File: src/rtl/shift_right_ctrl.sv
// -----------------------------------------------------------------------------
// shift_right_ctrl
//
// Loads a parallel word into a downstream W-bit serial-in shift-right register
// (Q <= {in, Q[W-1:1]} on every edge with en=1). A word is taken over a
// start/ready handshake. The block then drives the register's serial input
// and shift enable for exactly W cycles, LSB first, so Q equals the word by
// the time done pulses. Only one transfer is in flight at a time.
//
// Timing (edge numbers relative to the acceptance edge, which is edge 0):
//   sr_en is high in the period after edge 0 up to edge W-1, so the register
//   shifts on edges 1..W. done is high after edge W, and ready returns after
//   edge W+1. The next word can be accepted on edge W+2.
//
// Optional feature (macro SHIFT_RIGHT_CTRL_VERIFY_EN):
//   Adds input sr_q (the register's Q) and output err. In DONE the register
//   contents are compared with the word that was sent. err holds until the
//   next acceptance edge or rst.
//
// Ports:
//   clk      in   system clock, rising edge
//   rst      in   synchronous active-high reset
//   start    in   transfer request, accepted when start && ready
//   data_in  in   [W] word to load, sampled on the acceptance edge only
//   abort    in   cancels a transfer that is in SHIFT
//   sr_q     in   [W] downstream Q (VERIFY_EN builds only)
//   err      out  readback mismatch flag (VERIFY_EN builds only)
//   ready    out  high in IDLE
//   busy     out  high in SHIFT
//   done     out  one-cycle pulse after the last shift edge
//   sr_in    out  serial bit to the register's in
//   sr_en    out  shift enable to the register's en
//   bit_cnt  out  [$clog2(W+1)] bits shifted so far in this transfer
//
// All outputs are registered.
// -----------------------------------------------------------------------------
module shift_right_ctrl #(
    parameter int W = 8
) (
    input  logic                     clk,
    input  logic                     rst,
    input  logic                     start,
    input  logic [W-1:0]             data_in,
    input  logic                     abort,
`ifdef SHIFT_RIGHT_CTRL_VERIFY_EN
    input  logic [W-1:0]             sr_q,
    output logic                     err,
`endif
    output logic                     ready,
    output logic                     busy,
    output logic                     done,
    output logic                     sr_in,
    output logic                     sr_en,
    output logic [$clog2(W+1)-1:0]   bit_cnt
);

    localparam int CW = $clog2(W+1);

    typedef enum logic [1:0] {
        ST_IDLE  = 2'd0,
        ST_SHIFT = 2'd1,
        ST_DONE  = 2'd2
    } state_t;

    state_t         state;
    state_t         state_nxt;
    logic [W-1:0]   shadow;
    logic [W-1:0]   shadow_nxt;
    logic [CW-1:0]  cnt_nxt;
    logic           ready_nxt;
    logic           busy_nxt;
    logic           done_nxt;
    logic           sr_in_nxt;
    logic           sr_en_nxt;
`ifdef SHIFT_RIGHT_CTRL_VERIFY_EN
    logic           err_nxt;
`endif

    // Select one bit of the word by counter value. Written as a compare loop
    // so the counter (one bit wider than a bit index) never indexes directly.
    function automatic logic pick_bit(input logic [W-1:0] word,
                                      input logic [CW-1:0] idx);
        logic b;
        b = 1'b0;
        for (int i = 0; i < W; i++) begin
            if (idx == CW'(i)) begin
                b = word[i];
            end
        end
        return b;
    endfunction

    // Next-state and next-output logic. Outputs are computed here for the
    // state being entered, then registered, so sr_in always reflects
    // shadow[bit_cnt] while in SHIFT.
    always_comb begin
        state_nxt  = state;
        shadow_nxt = shadow;
        cnt_nxt    = bit_cnt;
        ready_nxt  = 1'b0;
        busy_nxt   = 1'b0;
        done_nxt   = 1'b0;
        sr_in_nxt  = 1'b0;
        sr_en_nxt  = 1'b0;
`ifdef SHIFT_RIGHT_CTRL_VERIFY_EN
        err_nxt    = err;
`endif

        case (state)
            ST_IDLE: begin
                // start beats abort here; abort has no meaning in IDLE.
                if (start) begin
                    state_nxt  = ST_SHIFT;
                    shadow_nxt = data_in;
                    cnt_nxt    = '0;
                    busy_nxt   = 1'b1;
                    sr_en_nxt  = 1'b1;
                    sr_in_nxt  = data_in[0];
`ifdef SHIFT_RIGHT_CTRL_VERIFY_EN
                    err_nxt    = 1'b0;
`endif
                end else begin
                    ready_nxt = 1'b1;
                end
            end

            ST_SHIFT: begin
                if (abort) begin
                    // Downstream Q is left partially shifted on purpose.
                    state_nxt = ST_IDLE;
                    cnt_nxt   = '0;
                    ready_nxt = 1'b1;
                end else if (bit_cnt == CW'(W - 1)) begin
                    // The last shift edge is the one leaving this cycle.
                    state_nxt = ST_DONE;
                    cnt_nxt   = CW'(W);
                    done_nxt  = 1'b1;
                end else begin
                    cnt_nxt   = bit_cnt + CW'(1);
                    busy_nxt  = 1'b1;
                    sr_en_nxt = 1'b1;
                    sr_in_nxt = pick_bit(shadow, bit_cnt + CW'(1));
                end
            end

            ST_DONE: begin
                // start is not accepted here; ready rises on leaving DONE.
                state_nxt = ST_IDLE;
                ready_nxt = 1'b1;
`ifdef SHIFT_RIGHT_CTRL_VERIFY_EN
                // Q settled on the previous edge, so it is safe to compare.
                err_nxt   = (sr_q != shadow);
`endif
            end

            default: begin
                state_nxt = ST_IDLE;
                cnt_nxt   = '0;
                ready_nxt = 1'b1;
            end
        endcase
    end

    // State and output registers; rst overrides every input.
    always_ff @(posedge clk) begin
        if (rst) begin
            state   <= ST_IDLE;
            shadow  <= '0;
            bit_cnt <= '0;
            ready   <= 1'b1;
            busy    <= 1'b0;
            done    <= 1'b0;
            sr_in   <= 1'b0;
            sr_en   <= 1'b0;
`ifdef SHIFT_RIGHT_CTRL_VERIFY_EN
            err     <= 1'b0;
`endif
        end else begin
            state   <= state_nxt;
            shadow  <= shadow_nxt;
            bit_cnt <= cnt_nxt;
            ready   <= ready_nxt;
            busy    <= busy_nxt;
            done    <= done_nxt;
            sr_in   <= sr_in_nxt;
            sr_en   <= sr_en_nxt;
`ifdef SHIFT_RIGHT_CTRL_VERIFY_EN
            err     <= err_nxt;
`endif
        end
    end

endmodule

File: config.mk
export PLATFORM = sky130hd
export DESIGN_NAME = shift_right_ctrl
export DESIGN_NICKNAME = d
export VERILOG_FILES = /design/src/rtl/shift_right_ctrl.sv
export SDC_FILE = /design/constraint.sdc
export NUM_CORES = 1
export LEC_CHECK = 0
export CORE_MARGIN = 3
export CORE_UTILIZATION = 53
export DETAILED_ROUTE_END_ITERATION = 10
export DONT_BUFFER_PORTS = 1
export PLACE_DENSITY = 0.7
export SYNTH_ARGS = -nofsm -noshare
export SYNTH_HDL_FRONTEND = slang
export SYNTH_SLANG_ARGS = --single-unit
File: constraint.sdc
create_clock -name clk -period 1.9 [get_ports clk]
set_input_delay 0.38 -clock clk [delete_from_list [all_inputs] [get_ports clk]]
set_output_delay 0.38 -clock clk [all_outputs]
set_load 0.05 [all_outputs]
==> impl_metrics.py <==
metrics = {
    "flow_run": {
        "cap_violations": 0,
    },
    "pwr": {
        "leakagePower_nw": 0.3865,
        "peakVddDrop_v": 0.0003588,
        "powerDensity_nw_per_um2": 744.9,
    },
    "floorplan": {
        "start_util_pct": 59.73,
        "die-area_um2": 2068,
        "die_w_um": 45.47,
        "rows": 13,
        "die_h_um": 45.47,
        "num_io_pins": 21,
        "coreArea_um2": 1383,
    },
    "detailed_routing": {
        "drt_first_pass_iters": 2,
        "wl_per_cell_um": 13.11,
        "drtAntennaViolNets": 0,
        "avgViaCountPerCell": 5.361,
        "routed_wl_mm": 1.416,
        "drc": 0,
        "vias": 579,
        "drtIter0Drc": 5,
    },
    "finish": {
        "diodes": 0,
        "final_cell_mix": "nor2_1 (19), dfxtp_1 (16), mux2i_1 (9)",
        "final_common_cell": "nor2_1",
        "nFillCells": 111,
        "multi_input_area_um2": 446.7,
        "drive_gt1_share_pct": 18.28,
        "fin_nets": 111,
        "area_delta_synth_final_pct": 10.91,
        "regArea_um2": 367.9,
    },
    "clock_network": {
        "ctsResizeCount": 0,
        "worstSkewPairLatency_ps": 290,
        "htree_levels": 1,
        "cts_tree": "yes",
        "post_cts_buffers": 0,
        "clockBufferDepth": 2,
        "ctsRootBufferMaster": "clkbuf_4",
        "cts_inserted_buffers": 3,
        "cts_hold_buf": 0,
        "cts_sinks": 18,
        "clkTransAtPathRegs_ps": 100,
    },
    "worst_setup_path": {
        "cp_data_arrival_time_ps": 1940,
        "worstReg2RegStart": "bit_cnt[1]",
        "path_max_fanout": 6,
        "reg2regPathDepth": 5,
        "reg2reg_slack_ps": 140,
        "endpoint_kind": "flop",
        "cp_data_required_time_ps": 2080,
        "startpoint_type": "flop",
        "critical_path_class": "reg -> reg",
        "worstReg2RegEnd": "sr_in",
    },
    "placement": {
        "dp_hpwl_mm": 1.095,
        "place_congestion": 0.8315,
        "port-buffer-count": 0,
    },
    "grt": {
        "grt_pass1_vias": 526,
        "grt_max_degree": 19,
        "grt_overflow": 0,
        "grt_pass1_wl_mm": 2.270,
        "track_usage_pct": 15.72,
        "antenna_found_initial": 0,
    },
    "sta": {
        "setup_viol": 0,
        "finalCritPeriodShare_pct": 92.67,
        "drv_slew": 0,
        "whs_ps": 141.2,
        "slew_headroom_pct": 68.59,
        "rsz0062_at_grt": "false",
        "clock.fmax_mhz": 567.9,
        "final_hold_viol_count": 0,
        "worst_pin_slew_ps": 470.5,
        "fin_skew_ps": 1.160,
        "fin_tns_setup_ps": 0,
        "finalCriticalPeriod_ps": 1761,
    },
    "logic_synthesis": {
        "synth.avg_cell_area_um2": 9.492,
        "synth_area_um2": 825.8,
        "ys.warnings.count": 0,
        "ys_ff_latch": 18,
        "synth.distinct_cells": 29,
        "ys_seq_area_share_pct": 43.64,
        "syn_inst": 87,
        "synth_nets": 104,
    },
    "min_path": {
        "hold_start": "rst",
        "min_path_cells": 1,
        "min_to": "bit_cnt[0]",
        "holdCritPathClass": "in -> reg",
    },
    "outcome": {
        "status": "finished clean",
    },
}
[worst max-delay path, stage by stage, from the launching register on]
cell      delay [ps]
dfxtp_4          380
ha_1             250
xor2_2           250
mux2_2           370
a221oi_1         280
o31ai_1          120
[logic make-up (layout without fill, tap and decap cells)]
kind of cell	after synthesis	after routing	synth area share [%]
xor+xnor	2	2	2.122
fa+ha+maj	5	5	7.576
buf+inv	7	13	3.788
simple gates	34	34	20.76
compound gates	10	10	7.122
mux	11	11	15.00
flops	18	18	43.64
[registers in the layout, summed over array words and instances, names as in the netlist]
name     count
ready        1
done         1
bit_cnt      4
sr_in        1
shadow       8
state        2
sr_en        1
[worst max-delay path by stage]
stage | from | endpoint | slack (ps) | cells after the start
global route | bit_cnt[1] | sr_in | 20 | 5
detailed placement | bit_cnt[1] | sr_in | 70 | 5
CTS | bit_cnt[1] | sr_in | 50 | 5
finish | bit_cnt[1] | sr_in | 140 | 5
global placement | bit_cnt[1] | sr_in | 170 | 5
floorplan | bit_cnt[2] | sr_in | 70 | 4
[metrics by stage]
step / cell area (um2) / total power, mW / worst slack (ps) / instances / util, %
3_5_place_dp: 882.1 / 0.4981 / 73.06 / 104 / 63.80
5_1_grt: 915.9 / 0.7189 / 22.34 / 108 / 66.24
4_1_cts: 908.4 / 0.6912 / 46.71 / 108 / 65.70
2_1_floorplan: 833.3 / 0.4883 / 66.02 / 87 / -
3_3_place_gp: 882.1 / 0.4960 / 165.8 / 104 / 63.80
6_report: 915.9 / 0.6823 / 139.2 / 108 / 66.24
[per-layer routing]
metal,routed length (um),vias up,track usage [%]
met4,35,0,10.53
met5,0,-,0
met3,93,4,3.557
met2,616,16,22.28
li1,-,305,-
met1,671,254,20.91
[cell usage after synthesis, drive strengths merged]
cell type,number,area [um2]
nand3,2,10.01
ha,5,62.56
nor3b,1,7.510
nor2b,1,6.260
nand3b,1,7.510
nor3,1,5.000
and2b,1,7.510
inv,3,11.26
nand2,2,7.510
o31ai,1,7.510
mux4,1,22.52
mux2,1,11.26
o21ai,3,15.01
or3b,1,11.26
xnor2,1,8.760
or4b,1,10.01
and3b,1,8.760
xor2,1,8.760
clkbuf,2,7.510
a21oi,4,20.02
dfxtp,18,360.4
a221oi,1,8.760
mux2i,9,90.09
a22oi,1,7.510
nor2,20,77.58
and2,2,12.51
buf,2,12.51
[cell type report]
| cell class | instances | area share, % |
|---|---|---|
| Clock buffer | 4 | 2.869 |
| Inverter | 3 | 1.230 |
| Multi-Input combinational cell | 62 | 48.77 |
| Sequential cell | 18 | 40.16 |
| Tap cell | 15 | 2.049 |
| Timing Repair Buffer | 6 | 4.918 |
[power by group]
group	switching [mW]	leakage [nW]	internal, mW
Clock	0.112	0.0150	0.0816
Combinational	0.0436	0.222	0.0342
Sequential	0.0183	0.149	0.393
Note: power is estimated with default switching activity, not from simulation.
